===== src/rtl/cpu_defs.sv =====
// Shared constants for the fetch stage: address map, AdEL exception code and
// fetch FSM state encoding.
package cpu_defs;

    localparam logic [31:0] RESET_PC   = 32'h0000_3000;
    localparam logic [31:0] HANDLER_PC = 32'h0000_4180;
    localparam logic [31:0] IM_LO      = 32'h0000_3000;
    localparam logic [31:0] IM_HI      = 32'h0000_4FFF;

    localparam logic [4:0]  EXC_ADEL   = 5'd4;

    typedef enum logic {
        ST_RUN   = 1'b0,
        ST_DRAIN = 1'b1
    } fetch_state_e;

endpackage


===== src/rtl/fetch_addr_chk.sv =====
// Combinational fetch-address legality check (range + word alignment).
// A killed fetch never reports a fault since its instruction is discarded.
module fetch_addr_chk
    import cpu_defs::*;
(
    input  logic [31:0] i_pc,
    input  logic        i_kill,
    output logic        o_exc,
    output logic [4:0]  o_exccode
);

    logic w_bad;

    assign w_bad     = (i_pc < IM_LO) || (i_pc > IM_HI) || (i_pc[1:0] != 2'b00);
    assign o_exc     = w_bad && !i_kill;
    assign o_exccode = o_exc ? EXC_ADEL : 5'd0;

endmodule


===== src/rtl/fetch_ctrl.sv =====
// Fetch-stage PC sequencer: sequential / branch / exception / eret next-PC and
// eret drain bubbles. Optional perf counters under `FETCH_PERF_EN.
module fetch_ctrl
    import cpu_defs::*;
#(
    parameter int ERET_DRAIN = 3
) (
    input  logic        clk,
    input  logic        reset,
    input  logic        stall,
    input  logic        br_taken,
    input  logic [31:0] br_target,
    input  logic        exc_req,
    input  logic        eret_D,
    input  logic [31:0] epc,
    output logic [31:0] pc_F,
    output logic        fetch_kill,
    output logic        fetch_exc,
    output logic [4:0]  fetch_exccode,
    output logic        draining
`ifdef FETCH_PERF_EN
    ,
    output logic [31:0] perf_fetch,
    output logic [31:0] perf_bubble
`endif
);

    localparam logic [1:0] DRAIN_LOAD = 2'(ERET_DRAIN - 1);

    fetch_state_e r_state, w_state_nxt;
    logic [31:0]  r_pc, w_pc_nxt;
    logic [1:0]   r_cnt, w_cnt_nxt;
    logic         w_pc_load;

    always_ff @(posedge clk or negedge reset) begin
        if (!reset) begin
            r_state <= ST_RUN;
            r_pc    <= RESET_PC;
            r_cnt   <= 2'd0;
        end else begin
            r_state <= w_state_nxt;
            r_pc    <= w_pc_nxt;
            r_cnt   <= w_cnt_nxt;
        end
    end

    // Exception entry beats everything, including stall and an in-flight drain.
    always_comb begin
        w_state_nxt = r_state;
        w_pc_nxt    = r_pc;
        w_cnt_nxt   = r_cnt;
        w_pc_load   = 1'b0;
        if (exc_req) begin
            w_state_nxt = ST_RUN;
            w_pc_nxt    = HANDLER_PC;
            w_cnt_nxt   = 2'd0;
            w_pc_load   = 1'b1;
        end else if (r_state == ST_DRAIN) begin
            if (!stall) begin
                if (r_cnt != 2'd0) begin
                    w_cnt_nxt = r_cnt - 2'd1;
                end else begin
                    w_state_nxt = ST_RUN;
                    w_pc_nxt    = epc;
                    w_pc_load   = 1'b1;
                end
            end
        end else if (eret_D && !stall) begin
            w_state_nxt = ST_DRAIN;
            w_cnt_nxt   = DRAIN_LOAD;
        end else if (!stall) begin
            w_pc_nxt  = br_taken ? br_target : r_pc + 32'd4;
            w_pc_load = 1'b1;
        end
    end

    assign pc_F       = r_pc;
    assign draining   = (r_state == ST_DRAIN);
    assign fetch_kill = (r_state == ST_DRAIN) || (r_state == ST_RUN && eret_D);

    fetch_addr_chk u_addr_chk (
        .i_pc      (r_pc),
        .i_kill    (fetch_kill),
        .o_exc     (fetch_exc),
        .o_exccode (fetch_exccode)
    );

`ifdef FETCH_PERF_EN
    logic [31:0] r_perf_fetch, r_perf_bubble;

    always_ff @(posedge clk or negedge reset) begin
        if (!reset) begin
            r_perf_fetch  <= 32'd0;
            r_perf_bubble <= 32'd0;
        end else begin
            if (w_pc_load)           r_perf_fetch  <= r_perf_fetch + 32'd1;
            if (fetch_kill || stall) r_perf_bubble <= r_perf_bubble + 32'd1;
        end
    end

    assign perf_fetch  = r_perf_fetch;
    assign perf_bubble = r_perf_bubble;
`endif

endmodule


===== config.mk =====
export PLATFORM = sky130hd
export DESIGN_NAME = fetch_ctrl
export DESIGN_NICKNAME = d
export VERILOG_FILES = /design/src/rtl/cpu_defs.sv /design/src/rtl/fetch_addr_chk.sv /design/src/rtl/fetch_ctrl.sv
export SDC_FILE = /design/constraint.sdc
export NUM_CORES = 1
export LEC_CHECK = 0
export CAP_MARGIN = 15
export CORE_MARGIN = 1.5
export CORE_UTILIZATION = 39
export DETAILED_ROUTE_END_ITERATION = 10
export GPL_TIMING_DRIVEN = 0
export PLACE_DENSITY = 0.77
export SYNTH_ARGS = -nofsm -noshare
export SYNTH_HDL_FRONTEND = slang
export SYNTH_SLANG_ARGS = --single-unit

===== constraint.sdc =====
create_clock -name clk -period 2.35 [get_ports clk]
set_clock_uncertainty 0.1 [all_clocks]
set_input_delay 0.3525 -clock clk [delete_from_list [all_inputs] [get_ports clk]]
set_output_delay 0.3525 -clock clk [all_outputs]
set_load 0.02 [all_outputs]

==> results of run 1 <==
-- worst max path at each step --
stage	depth (start not counted)	startpoint	slack, ps	end
global route	7	pc_F[13]$_DFFE_PN1P_	-70	pc_F[30]$_DFFE_PN0P_
detailed placement	8	eret_D	-930	pc_F[10]$_DFFE_PN0P_
finish	7	pc_F[15]$_DFFE_PN0P_	8	pc_F[31]$_DFFE_PN0P_
floorplan	6	pc_F[13]$_DFFE_PN1P_	20	pc_F[31]$_DFFE_PN0P_
CTS	6	pc_F[25]$_DFFE_PN0P_	2	fetch_exccode[2]
global placement	8	eret_D	-830	pc_F[10]$_DFFE_PN0P_
-- layout by cell type (no fill, tap or decap), types with 10 or more instances in the layout --
cell type	instances
clkdlybuf4s50_1	102
nand2_1	31
and3_1	13
clkbuf_1	13
nand4_1	11
buf_4	30
nor3_1	11
o21ai_0	34
dfrtp_2	10
dfrtp_1	23
inv_1	10
a21oi_1	14
nor2_1	22
-- power by group --
| part | internal (W) | leakage (nW) | switching [W] |
|---|---|---|---|
| logic | 0.000345 | 1.13 | 0.000325 |
| clock network | 0.000211 | 0.0395 | 0.000222 |
| registers | 0.000661 | 0.436 | 0.0000873 |
| total | 0.00122 | 1.60 | 0.000634 |
-- layer usage --
layer	wire length, microns	up-vias	global-route usage	share of wire
li1	-	1533	-	-
met1	4366	1565	0.3823	0.44
met2	4656	172	0.4170	0.46
met3	771	22	0.04864	0.077
met4	239	0	0.1013	0.024
met5	0	-	0	0
-- registers in the layout, summed over array words and instances (netlist names) --
| signal | count |
|---|---|
| pc_F | 32 |
| draining | 1 |
| r_cnt | 2 |
-- critical path: stages, from the launching register on --
cell     delay [ps]
dfrtp_1         360
buf_6           150
nand4_1         170
or4_1           560
buf_6           160
or4_1           520
a21oi_2         130
o22a_1          140
-- repair_timing --
action / in CTS / in global routing
resized for setup: 29 / 27
endpoints found under the setup margin: 25 / 31
pin swaps: 2 / 6
setup buffers: 8 / 16
-- cells in the mapped netlist, types with 4 or more instances --
| master | count |
|---|---|
| nand3_1 | 9 |
| nor2_1 | 22 |
| a31oi_1 | 4 |
| nor2b_1 | 4 |
| and3_1 | 13 |
| buf_2 | 4 |
| and2_1 | 4 |
| or4_1 | 4 |
| nor4_1 | 9 |
| nand2_1 | 31 |
| clkbuf_1 | 24 |
| o21ai_0 | 34 |
| nor3_1 | 14 |
| a22oi_1 | 9 |
| o31ai_1 | 6 |
| a22o_1 | 5 |
| nand4_1 | 11 |
| dfrtp_1 | 33 |
| and4_1 | 4 |
| xnor2_1 | 6 |
| a211oi_1 | 4 |
| a21oi_1 | 15 |
| inv_1 | 10 |
| a221oi_1 | 9 |
| buf_4 | 5 |
-- cells by family after synthesis --
| logic type | after synthesis | share of synthesized area |
|---|---|---|
| simple gates | 130 | 0.2564 |
| mux | 1 | 0.003821 |
| fa+ha+maj | 2 | 0.009550 |
| flops | 35 | 0.3352 |
| xor+xnor | 9 | 0.03009 |
| compound gates | 112 | 0.2927 |
| other cells | 1 | 0.001431 |
| buf+inv | 43 | 0.07068 |
-- per-stage QoR --
stage / total power, W / cells
6_report: 0.001851 / 543
3_3_place_gp: 0.001346 / 518
3_5_place_dp: 0.001354 / 518
2_1_floorplan: 0.001019 / 336
5_1_grt: 0.001939 / 543
4_1_cts: 0.001816 / 530
-- layout make-up --
type                    count  area, sq um
well taps                  77        96.34
clock buffers               8        80.08
inverters                  10        37.54
fillers                   570         2260
multi-input cells         258         1689
flip-flops and latches     35        890.9
plain buffers              26        148.9
repair buffers            129         1220
==> results_dict.tcl, run 1 <==
set metrics [dict create \
    status "complete, but fails checks" \
    violations "design-rule violations" \
    ctsLongestPathBuffers 2 \
    rr_endpoint "pc_F[31]$_DFFE_PN0P_" \
    clk_pin_slew_worst_paths_ps 70 \
    final_hold_viol_count 0 \
    synthFlopType "dfrtp_1" \
    ys_types 49 \
    vias 3292 \
    grt_usage 0.2716 \
    maxSlewViolCount 0 \
    synth_cells 333 \
    critPathLaunchType "register" \
    clk_latency_ps 290 \
    htree_levels 2 \
    crit_fanout 8 \
    port_buffers 105 \
    rows 29 \
    dp_slack_ps -927.2 \
    grt_pass1_wl_mm 15.55 \
    synth-seq-cells 35 \
    cts_tree "done" \
    powerDensity_nw_per_um2 444.6 \
    placeableCoreArea_sq_um 6422 \
    first_pass_iters 8 \
    ant_nets 0 \
    wl_per_cell_microns 18.48 \
    yosys_warnings 0 \
    area_delta_synth_final_pct 58.88 \
    syn_area_sq_um 2620 \
    synthTopCellsByArea "dfrtp_1 (32%), o21ai_0 (6.5%), nand2_1 (4.4%)" \
    worstReg2RegStart "pc_F[15]$_DFFE_PN0P_" \
    setup_violations 0 \
    finish.utilization 0.6482 \
    critPathKind "register to register" \
    setup_tns_ps 0 \
    whs_ps 61.62 \
    ir_drop_v 0.0002586 \
    regToRegSetupSlack_ps 8 \
    overflow 0 \
    p_leak_nw 1.602 \
    synth_edf_count 0 \
    die_area_sq_um 7219 \
    gp_congestion 0.9380 \
    ioPinCount 110 \
    die_h_microns 84.97 \
    synthArstFlopShare 1.000 \
    ys_seq_area_frac 0.3352 \
    cts_hold_buf 0 \
    grt_pass1_vias 3071 \
    syn_area_per_cell_sq_um 7.868 \
    hold_class "input port to async pin" \
    r2r_cells 7 \
    fmax_mhz 427.1 \
    cts_root_buf "clkbuf_8" \
    antennaDiodeCount 0 \
    hpwl_mm 7.108 \
    cts_made_buffers 5 \
    timing.slew.headroom 0.4379 \
    vias_per_cell 6.063 \
    layout.nets 537 \
    clock_sinks 35 \
    synth_top_cell_by_area "dfrtp_1" \
    cp.required_ps 2480 \
    layout_setup_ws_ps 8.408 \
    worst_setup_path_end_kind "register" \
    antenna_found_initial 0 \
    dieWidth_microns 84.97 \
    critPathArrivalTime_ps 2470 \
    yosysTopAreaCellShare 0.3152 \
    postPlaceCellArea_sq_um 3774 \
    grt_start_max_net_pins 36 \
    initial_core_util 0.4079 \
    period_minus_slack_ps 2342 \
    tightest_slew_ps 843.1 \
    drcViolationCount 7 \
    final_cell_area_sq_um 4163 \
    cap_violations 0 \
    drt_iter0_markers 358 \
    period_share 0.9964 \
    drive_above_1_share 0.1588 \
    drt-total-wl_mm 10.03 \
]
No activity file was read; power rests on OpenSTA's default activity.
==> inputs of run 2 (changes only) <==
--- a/config.mk
+++ b/config.mk
@@ -5,12 +5,12 @@
 export SDC_FILE = /design/constraint.sdc
 export NUM_CORES = 1
 export LEC_CHECK = 0
-export CAP_MARGIN = 15
-export CORE_MARGIN = 1.5
+export CORE_MARGIN = 10
 export CORE_UTILIZATION = 39
 export DETAILED_ROUTE_END_ITERATION = 10
 export GPL_TIMING_DRIVEN = 0
 export PLACE_DENSITY = 0.77
+export SLEW_MARGIN = 10
 export SYNTH_ARGS = -nofsm -noshare
 export SYNTH_HDL_FRONTEND = slang
 export SYNTH_SLANG_ARGS = --single-unit
==> run 2 against run 1 <==
  * The flow still finishes with violations (design-rule violations)
  * Total power is 3.5% higher
  * First-iteration DRC count is 15% lower
  * Sequential cell count stayed put
  * Fmax is 1.3% higher
  * Routed wire length is 7.3% higher
  * Sequential power hardly changed
  * Critical endpoint is now fetch_exc
==> results_dict.tcl, run 2 (synthesis gave the netlist of run 1 again) <==
set metrics [dict create \
    drcViolationCount 1 \
    dieWidth_microns 102.0 \
    cts_made_buffers 5 \
    maxSlewViolCount 0 \
    wl_per_cell_microns 19.80 \
    grt_pass1_wl_mm 16.68 \
    final_cells 544 \
    gp_congestion 0.9627 \
    worst_setup_path_end_kind "output pin" \
    final_hold_viol_count 0 \
    rows 29 \
    antennaDiodeCount 0 \
    layout.nets 538 \
    ioPinCount 110 \
    setup_tns_ps 0 \
    drt_iter0_markers 303 \
    cts_root_buf "clkbuf_8" \
    die_area_sq_um 10400 \
    overflow 0 \
    clk_latency_ps 290 \
    placeableCoreArea_sq_um 6422 \
    violations "design-rule violations" \
    antenna_found_initial 0 \
    htree_levels 2 \
    hold_class "input port to async pin" \
    ir_drop_v 0.0002616 \
    die_h_microns 102.0 \
    largest_reg_flops 32 \
    period_share 0.9840 \
    power.internal_w 0.001277 \
    vias_per_cell 5.996 \
    ctsLongestPathBuffers 2 \
    clk_pin_slew_worst_paths_ps 70 \
    powerDensity_nw_per_um2 455.7 \
    dp.cells 519 \
    p_comb_frac 0.353 \
    fmax_mhz 432.4 \
    grt_pass1_vias 3248 \
    p_seq_frac 0.389 \
    vias 3262 \
    critPathArrivalTime_ps 1860 \
    setup_violations 0 \
    timing.slew.headroom 0.6124 \
    grt_start_max_net_pins 21 \
    power.switching_w 0.0006388 \
    ant_nets 0 \
    period_minus_slack_ps 2312 \
    cp.required_ps 1900 \
    power_switching_share 0.3335 \
    layout_commonest_cell "clkdlybuf4s50_1" \
    grt_usage 0.1998 \
    clock_sinks 35 \
    drt-total-wl_mm 10.77 \
    port_buffers 105 \
    cts_tree "done" \
    p_clk_frac 0.258 \
    drive_above_1_share 0.1713 \
    critPathLaunchType "register" \
    p_leak_nw 1.632 \
    crit_fanout 5 \
    critPathKind "register to output pin" \
    area_delta_synth_final_pct 60.46 \
    first_pass_iters 8 \
    mostFrequentLayoutCells "clkdlybuf4s50_1 (101), o21ai_0 (34), nand2_1 (31)" \
    cap_violations 0 \
    tightest_slew_ps 581.4 \
    hpwl_mm 8.078 \
    status "complete, but fails checks" \
    initial_core_util 0.4079 \
]
-- run 2: changes by cell type in the layout (fill, tap and decap cells not counted), moves of 2 or more --
cell      before  now
buf_2          2    5
clkbuf_1      13   10
clkbuf_8       5    7
nor4_2         2    4
nor4_4         4    2
-- run 2: power groups by stage --
stage	Sequential (W)	Combinational (W)	Clock, W
2_1_floorplan	0.000788	0.000231	0
3_3_place_gp	0.000737	0.000612	0
3_5_place_dp	0.000739	0.000624	0
4_1_cts	0.000736	0.000653	0.000496
5_1_grt	0.000754	0.000725	0.000525
6_report	0.000745	0.000677	0.000494
-- run 2: critical path: stages (launching register included) --
cell           delay, ps
dfrtp_2              460
nor4_4               300
nand2_1              100
a211oi_2             290
nor2_1                90
dlygate4sd2_1        330
-- run 2: layout make-up --
type                       instances  area, sq um
sequential                        35        892.1
inverter                          10        37.54
fill                             552         2218
multi-input combinational        258         1674
buffer                            25        143.9
tap                               77        96.34
timing repair buffer             131         1260
clock buffer                       8        100.1
-- run 2: routing by layer --
layer,vias to the layer above,track usage,wire length [microns]
met1,1508,0.2445,4430
met4,0,0.05206,215
met2,195,0.3259,4873
met5,-,0,0
met3,20,0.07152,1252
li1,1539,-,-
-- run 2: worst paths after layout --
kind / start / end / slack (ps) / cells after the start
setup / recovery: pc_F[28]$_DFFE_PN0P_ / fetch_exc / 40 / 5
hold / removal: reset / pc_F[25]$_DFFE_PN0P_ / 420 / 2
setup reg to reg: pc_F[15]$_DFFE_PN0P_ / pc_F[31]$_DFFE_PN0P_ / 60 / 7
hold reg to reg: pc_F[0]$_DFFE_PN0P_ / pc_F[0]$_DFFE_PN0P_ / 440 / 2
max in group asynchronous: reset / pc_F[18]$_DFFE_PN0P_ / 1260 / 3
min in group clk: pc_F[0]$_DFFE_PN0P_ / pc_F[0]$_DFFE_PN0P_ / 440 / 2
-- run 2: through the flow --
| stage | setup WS, ps | hold WS, ps | total power, W | util | instance area, sq um |
|---|---|---|---|---|---|
| after floorplan | 15.85 | -43.09 | 0.001019 | - | 2631 |
| after global placement | -802.6 | 389.4 | 0.001350 | 0.5884 | 3779 |
| after detailed placement | -853.1 | 205.8 | 0.001363 | 0.5919 | 3801 |
| after CTS | 2.814 | 426.2 | 0.001886 | 0.6289 | 4039 |
| after global routing | -8.545 | 454.4 | 0.002004 | 0.6546 | 4204 |
| final | 37.56 | 424.4 | 0.001916 | 0.6546 | 4204 |
-- run 2: repair_timing --
action / 4_1_cts / 5_1_grt
setup endpoints to repair: 25 / 29
hold buffers: 1 / 0
resized for setup: 27 / 33
buffers inserted: 8 / 16
pin swaps: 2 / 9
hold endpoints to repair: 13 / 0
